$ cat config.mk
export PLATFORM = sky130hd
export DESIGN_NAME = imem_prog_flat
export DESIGN_NICKNAME = d
export VERILOG_FILES = /design/src/rtl/imem_prog_if.sv /design/src/rtl/imem_prog.sv /design/src/flat_wrapper.sv
export SDC_FILE = /design/constraint.sdc
export NUM_CORES = 2
export LEC_CHECK = 0
export CORE_UTILIZATION = 59
export CTS_BUF_LIST = sky130_fd_sc_hd__clkbuf_4 sky130_fd_sc_hd__clkbuf_8
export DETAILED_ROUTE_END_ITERATION = 10
export GPL_TIMING_DRIVEN = 1
export PLACE_DENSITY_LB_ADDON = 0.1
export SETUP_SLACK_MARGIN = 0.2
export SLEW_MARGIN = 20
export SYNTH_ARGS = -nofsm -noshare
export SYNTH_HDL_FRONTEND = slang
export SYNTH_SLANG_ARGS = --single-unit
$ cat constraint.sdc
create_clock -name clk -period 4.95 [get_ports clk]
set_input_delay 0.7425 -clock clk [delete_from_list [all_inputs] [get_ports clk]]
set_output_delay 0.7425 -clock clk [all_outputs]
set_load 0.02 [all_outputs]
$ cat src/rtl/imem_prog_if.sv
// Fetch and byte-loader bundle for the loadable instruction memory.
// master: core/host side; slave: memory side.
interface imem_prog_if #(
    parameter int N      = 32,
    parameter int ADDR_W = 6
);
    logic              fetch_req;
    logic [ADDR_W-1:0] fetch_addr;
    logic              fetch_ready;
    logic              fetch_valid;
    logic [N-1:0]      fetch_q;
    logic              ld_start;
    logic              ld_valid;
    logic [7:0]        ld_byte;
    logic              ld_ready;
    logic              ld_end;
    logic              ld_busy;
    logic [ADDR_W:0]   ld_count;
    logic              ld_ovf;

    modport master (
        output fetch_req, fetch_addr,
        input  fetch_ready, fetch_valid, fetch_q,
        output ld_start, ld_valid, ld_byte, ld_end,
        input  ld_ready, ld_busy, ld_count, ld_ovf
    );

    modport slave (
        input  fetch_req, fetch_addr,
        output fetch_ready, fetch_valid, fetch_q,
        input  ld_start, ld_valid, ld_byte, ld_end,
        output ld_ready, ld_busy, ld_count, ld_ovf
    );
endinterface

$ cat src/rtl/imem_prog.sv
// Loadable instruction memory: registered word fetch, byte-serial loader.
// Ports: clk, reset (async active-low), bus (imem_prog_if.slave).
module imem_prog #(
    parameter int N      = 32,
    parameter int ADDR_W = 6,
    parameter int DEPTH  = 64
) (
    input  logic         clk,
    input  logic         reset,
    imem_prog_if.slave   bus
);
    localparam int LANES = N / 8;
    localparam int LW    = (LANES > 1) ? $clog2(LANES) : 1;
    localparam int AW    = (DEPTH > 1) ? $clog2(DEPTH) : 1;
    localparam logic [ADDR_W:0] DEPTH_C = (ADDR_W+1)'(DEPTH);
    localparam logic [LW-1:0]   LAST_C  = LW'(LANES - 1);

    typedef enum logic {RUN, LOAD} state_t;

    state_t            state_q, state_d;
    logic [LW-1:0]     lane_q, lane_d;
    logic [N-1:0]      word_q, word_d;
    logic [ADDR_W:0]   count_q, count_d;
    logic              ovf_q, ovf_d;
    logic              valid_q;
    logic [N-1:0]      q_q;
    logic [N-1:0]      mem_q [DEPTH];

    logic              fetch_fire;
    logic              byte_fire;
    logic              in_range;
    logic              we;
    logic [ADDR_W:0]   waddr;
    logic [N-1:0]      wdata;
    logic [N-1:0]      wword;

    assign bus.fetch_ready = (state_q == RUN);
    assign bus.ld_busy     = (state_q == LOAD);
    assign bus.ld_ready    = (state_q == LOAD) && (count_q < DEPTH_C);
    assign bus.fetch_valid = valid_q;
    assign bus.fetch_q     = q_q;
    assign bus.ld_count    = count_q;
    assign bus.ld_ovf      = ovf_q;

    assign fetch_fire = bus.fetch_req && bus.fetch_ready;
    assign byte_fire  = bus.ld_valid && bus.ld_ready;
    assign in_range   = ({1'b0, bus.fetch_addr} < DEPTH_C);

    always_comb begin
        state_d = state_q;
        lane_d  = lane_q;
        word_d  = word_q;
        count_d = count_q;
        ovf_d   = ovf_q;
        we      = 1'b0;
        waddr   = count_q;
        wdata   = word_q;
        wword   = word_q;
        unique case (state_q)
            RUN: begin
                if (bus.ld_start) begin
                    state_d = LOAD;
                    lane_d  = '0;
                    word_d  = '0;
                    count_d = '0;
                    ovf_d   = 1'b0;
                end
            end
            LOAD: begin
                if (bus.ld_start) begin
                    lane_d  = '0;
                    word_d  = '0;
                    count_d = '0;
                    ovf_d   = 1'b0;
                end else begin
                    if (byte_fire) begin
                        for (int k = 0; k < LANES; k++) begin
                            if (lane_q == LW'(k)) begin
                                wword[8*k +: 8] = bus.ld_byte;
                            end
                        end
                        if (lane_q == LAST_C) begin
                            we      = 1'b1;
                            wdata   = wword;
                            count_d = count_q + 1'b1;
                            lane_d  = '0;
                            word_d  = '0;
                        end else begin
                            lane_d = lane_q + 1'b1;
                            word_d = wword;
                        end
                    end else if (bus.ld_valid) begin
                        // Only reachable when the memory is full.
                        ovf_d = 1'b1;
                    end
                    // Unfilled lanes are already zero, so the flush
                    // writes a zero-padded word.
                    if (bus.ld_end) begin
                        state_d = RUN;
                        if (lane_d != '0) begin
                            we      = 1'b1;
                            wdata   = word_d;
                            count_d = count_d + 1'b1;
                            lane_d  = '0;
                            word_d  = '0;
                        end
                    end
                end
            end
            default: state_d = RUN;
        endcase
    end

    always_ff @(posedge clk or negedge reset) begin
        if (!reset) begin
            state_q <= RUN;
            lane_q  <= '0;
            word_q  <= '0;
            count_q <= '0;
            ovf_q   <= 1'b0;
        end else begin
            state_q <= state_d;
            lane_q  <= lane_d;
            word_q  <= word_d;
            count_q <= count_d;
            ovf_q   <= ovf_d;
        end
    end

    always_ff @(posedge clk or negedge reset) begin
        if (!reset) begin
            valid_q <= 1'b0;
            q_q     <= '0;
        end else if (fetch_fire) begin
            valid_q <= 1'b1;
            q_q     <= in_range ? mem_q[bus.fetch_addr[AW-1:0]] : '0;
        end else begin
            valid_q <= 1'b0;
        end
    end

    // Array is deliberately not reset so words survive a reset.
    always_ff @(posedge clk) begin
        if (we) begin
            mem_q[waddr[AW-1:0]] <= wdata;
        end
    end
endmodule

$ cat src/flat_wrapper.sv
// flat-port wrapper written by rule: the top's interface ports become plain ports
module imem_prog_flat 
#(
    parameter int N      = 32,
    parameter int ADDR_W = 6,
    parameter int DEPTH  = 64
)
  (clk, reset, bus_fetch_req, bus_fetch_addr, bus_fetch_ready, bus_fetch_valid, bus_fetch_q, bus_ld_start, bus_ld_valid, bus_ld_byte, bus_ld_end, bus_ld_ready, bus_ld_busy, bus_ld_count, bus_ld_ovf);
  imem_prog_if #(.N(N), .ADDR_W(ADDR_W)) bus_i ();
  input  logic clk;
  input  logic reset;
  input wire logic [$bits(bus_i.fetch_req)-1:0] bus_fetch_req;
  input wire logic [$bits(bus_i.fetch_addr)-1:0] bus_fetch_addr;
  output wire logic [$bits(bus_i.fetch_ready)-1:0] bus_fetch_ready;
  output wire logic [$bits(bus_i.fetch_valid)-1:0] bus_fetch_valid;
  output wire logic [$bits(bus_i.fetch_q)-1:0] bus_fetch_q;
  input wire logic [$bits(bus_i.ld_start)-1:0] bus_ld_start;
  input wire logic [$bits(bus_i.ld_valid)-1:0] bus_ld_valid;
  input wire logic [$bits(bus_i.ld_byte)-1:0] bus_ld_byte;
  input wire logic [$bits(bus_i.ld_end)-1:0] bus_ld_end;
  output wire logic [$bits(bus_i.ld_ready)-1:0] bus_ld_ready;
  output wire logic [$bits(bus_i.ld_busy)-1:0] bus_ld_busy;
  output wire logic [$bits(bus_i.ld_count)-1:0] bus_ld_count;
  output wire logic [$bits(bus_i.ld_ovf)-1:0] bus_ld_ovf;
  assign bus_i.fetch_req = bus_fetch_req;
  assign bus_i.fetch_addr = bus_fetch_addr;
  assign bus_fetch_ready = bus_i.fetch_ready;
  assign bus_fetch_valid = bus_i.fetch_valid;
  assign bus_fetch_q = bus_i.fetch_q;
  assign bus_i.ld_start = bus_ld_start;
  assign bus_i.ld_valid = bus_ld_valid;
  assign bus_i.ld_byte = bus_ld_byte;
  assign bus_i.ld_end = bus_ld_end;
  assign bus_ld_ready = bus_i.ld_ready;
  assign bus_ld_busy = bus_i.ld_busy;
  assign bus_ld_count = bus_i.ld_count;
  assign bus_ld_ovf = bus_i.ld_ovf;
  imem_prog #(.N(N), .ADDR_W(ADDR_W), .DEPTH(DEPTH)) u_core (.clk(clk), .reset(reset), .bus(bus_i));
endmodule
==> impl_metrics.tcl <==
set metrics [dict create \
    die_x_um 374 \
    clockPowerShare_pct 40.5 \
    synth.distinct_cells 58 \
    max_cap_violations 0 \
    critical_path_class "reg2reg" \
    max-slew-margin-rel_pct 27.6 \
    crit_buf_inv 2 \
    synth_seq_area_share_pct 77.4 \
    path_clk_slew_ns 0.06 \
    cp_data_arrival_time_ns 4.67 \
    critPathSlowestCell "a21oi_4" \
    cts_buffer_depth 4 \
    powerDensity_nw_per_um2 382 \
    tightest_slew_ns 1.09 \
    timing.final.crit_share_pct 78.3 \
    drive_above_1_share_pct 28.9 \
    ys.flop_type "edfxtp_1" \
    path_cells "inv_1, ha_1, or3_4, and2_0, nand2_1, o21ai_0, a21oi_4, buf_4" \
    hold_path.class "in2async" \
    grt_pass1_vias 41498 \
    start_kind "flip-flop" \
    design_area_um2 93900 \
    grt_first_pass_wirelength_um 286000 \
    synthArstFlopShare_pct 3.58 \
    htree_levels 5 \
    cp_data_required_time_ns 5.75 \
    crit_family "simple AND/OR/NAND/NOR gates" \
    synth_fp_nets 3925 \
    ir_worst_vdd_mv 0.311 \
    skew_ns 0.0562 \
    finalWorstSetupSlack_ns 1.08 \
    synth-edff-count 2048 \
    cts.hold.buffers_added 1 \
    grt_use_total_pct 28.9 \
    post_cts_resize_count 0 \
    run_status "completed" \
    place.gp.congestion 0.943 \
    synth_warnings 0 \
    antenna_found_initial 3 \
    ctsRootBufferMaster "clkbuf_8" \
    drv_slew 0 \
    dp_cells 5744 \
    setup_viol 0 \
    fmax_mhz 258 \
    initialDrtViolationCount 4715 \
    syn2layout_area_growth_pct 14.7 \
    start_util_pct 59.5 \
    cp_max_fo 33 \
    cts_setup_buffers 0 \
    postSynthAreaPerCell_um2 21.0 \
    p_sw_mw 7.63 \
    rsz0062_at_grt "no" \
    post-route-drc-count 0 \
    vias_per_cell 6.53 \
    instances_no_fill 6341 \
    dp_slack_ns 0.607 \
    grt_max_degree 65 \
    fin_nets 4321 \
    layout_common_cells "2048 x edfxtp_1, 448 x mux4_2, 356 x clkbuf_8" \
    leakage_nw 30.0 \
    cts_buffers 342 \
    core-area_um2 137000 \
    p_comb_share_pct 4.6 \
    placed_cell_area_um2 87300 \
    dieHeight_um 374 \
    endpoint_kind "flip-flop" \
    syn_area_um2 81900 \
    ys_ff_latch 2124 \
    synth_cells 3899 \
    finalPower_mw 35.9 \
    internal_power_mw 28.2 \
    wire_per_inst_um 31.5 \
    ios 64 \
    place_hpwl_um 110000 \
    die_area_um2 140000 \
    sw_frac_of_total_pct 21.3 \
    vias 41381 \
    drtPass1Iterations 5 \
    cts_sinks 2124 \
    drtAntennaViolNets 0 \
    numPortBuffers 63 \
    rows 136 \
    fin_tns_setup_ns 0 \
    worst_skew_pair.late_latency_ns 1.04 \
    grt_overflow 0 \
    period_minus_slack_ns 3.87 \
    max_stage_delay_ns 0.72 \
    hold_viol 0 \
    tritoncts "yes" \
    pwr-share-seq_pct 54.9 \
    routed_wl_um 200000 \
    final_common_cell "edfxtp_1" \
]
==> power by group through the flow <==
stage / Combinational (mW) / Sequential [mW] / Clock (mW)
6_report: 1.66 / 19.7 / 14.5
5_1_grt: 1.75 / 19.7 / 15.5
4_1_cts: 1.67 / 19.7 / 14.7
3_5_place_dp: 1.66 / 20.1 / 0
3_3_place_gp: 1.64 / 20.1 / 0
2_1_floorplan: 0.930 / 20.1 / 0
==> metal layers <==
| layer | vias to the layer above | global-route usage (%) | wire, µm |
|---|---|---|---|
| met1 | 21962 | 42.6 | 82100 |
| met3 | 281 | 6.40 | 18600 |
| met5 | - | 0 | 13 |
| li1 | 17071 | - | - |
| met4 | 2 | 8.52 | 4820 |
| met2 | 2065 | 44.1 | 94300 |
==> cell type report <==
class / instances / area (µm²)
Antenna cell: 1 / 2.50
Clock buffer: 471 / 5760
Clock inverter: 124 / 768
Fill cell: 8626 / 43600
Inverter: 6 / 22.5
Multi-Input combinational cell: 1538 / 18300
Sequential cell: 2124 / 63400
Tap cell: 1794 / 2240
Timing Repair Buffer: 283 / 3390
==> flip-flops by register name, indices dropped and copies added, names as in the netlist <==
register	flops
u_core.word_q	32
u_core.bus.ld_busy	1
u_core.mem_q	2048
u_core.bus.fetch_valid	1
u_core.lane_q	2
u_core.bus.ld_ovf	1
u_core.bus.ld_count	7
u_core.bus.fetch_q	32
==> cell families (layout without fill, tap and decap cells) <==
family | count (synthesis) | in the layout | share of synthesized area [%]
compound gates | 353 | 353 | 2.91
xor+xnor | 3 | 3 | 0.0321
fa+ha+maj | 7 | 7 | 0.104
buf+inv | 237 | 884 | 1.27
flops | 2124 | 2124 | 77.4
mux | 709 | 709 | 15.5
other cells | 0 | 1 | 0
simple gates | 466 | 466 | 2.72
==> cells in the mapped netlist, types with 10 or more instances <==
master	n	area share, %
nand2_1	150	0.69
edfxtp_1	2048	75
buf_1	14	0.064
mux2i_1	257	3.1
a22oi_1	160	1.5
nand3_1	101	0.62
buf_2	76	0.46
o21ai_0	41	0.25
dfrtp_1	76	2.3
nor2_1	102	0.47
nor2b_1	19	0.15
and2_1	10	0.076
a21oi_1	92	0.56
clkbuf_1	131	0.60
nand4_1	37	0.28
mux4_2	448	12
a22o_1	29	0.31
==> worst register-to-register path, cell delays in order (launching register included) <==
cell	delay [ns]
dfrtp_1	0.47
inv_1	0.14
ha_1	0.35
or3_4	0.43
and2_0	0.53
nand2_1	0.38
o21ai_0	0.19
a21oi_4	0.72
buf_4	0.44
==> per-stage QoR <==
stage / hold WS [ns] / util, %
floorplan: 0.447 / -
global placement: 0.469 / 63.5
detailed placement: 0.471 / 63.5
CTS: 0.236 / 68.3
global route: 0.318 / 68.3
finish: 0.308 / 68.3
==> worst paths after layout <==
| check | cells after the start | to | slack [ns] | from |
|---|---|---|---|---|
| worst max-delay path | 8 | u_core.mem_q[21][15]$_DFFE_PP_ | 1.08 | u_core.lane_q[0]$_DFFE_PN0P_ |
| worst min-delay path | 2 | u_core.bus.fetch_q[5]$_DFFE_PN0P_ | 0.31 | reset |
| worst max register to register | 8 | u_core.mem_q[21][15]$_DFFE_PP_ | 1.08 | u_core.lane_q[0]$_DFFE_PN0P_ |
| worst min register to register | 1 | u_core.word_q[26]$_DFFE_PN0P_ | 0.49 | u_core.word_q[26]$_DFFE_PN0P_ |
| max in group asynchronous | 3 | u_core.bus.fetch_q[2]$_DFFE_PN0P_ | 3.54 | reset |
| min in group clk | 3 | u_core.bus.fetch_valid$_DFF_PN0_ | 0.36 | bus_fetch_req |
Power figures use the tool's default switching activity.
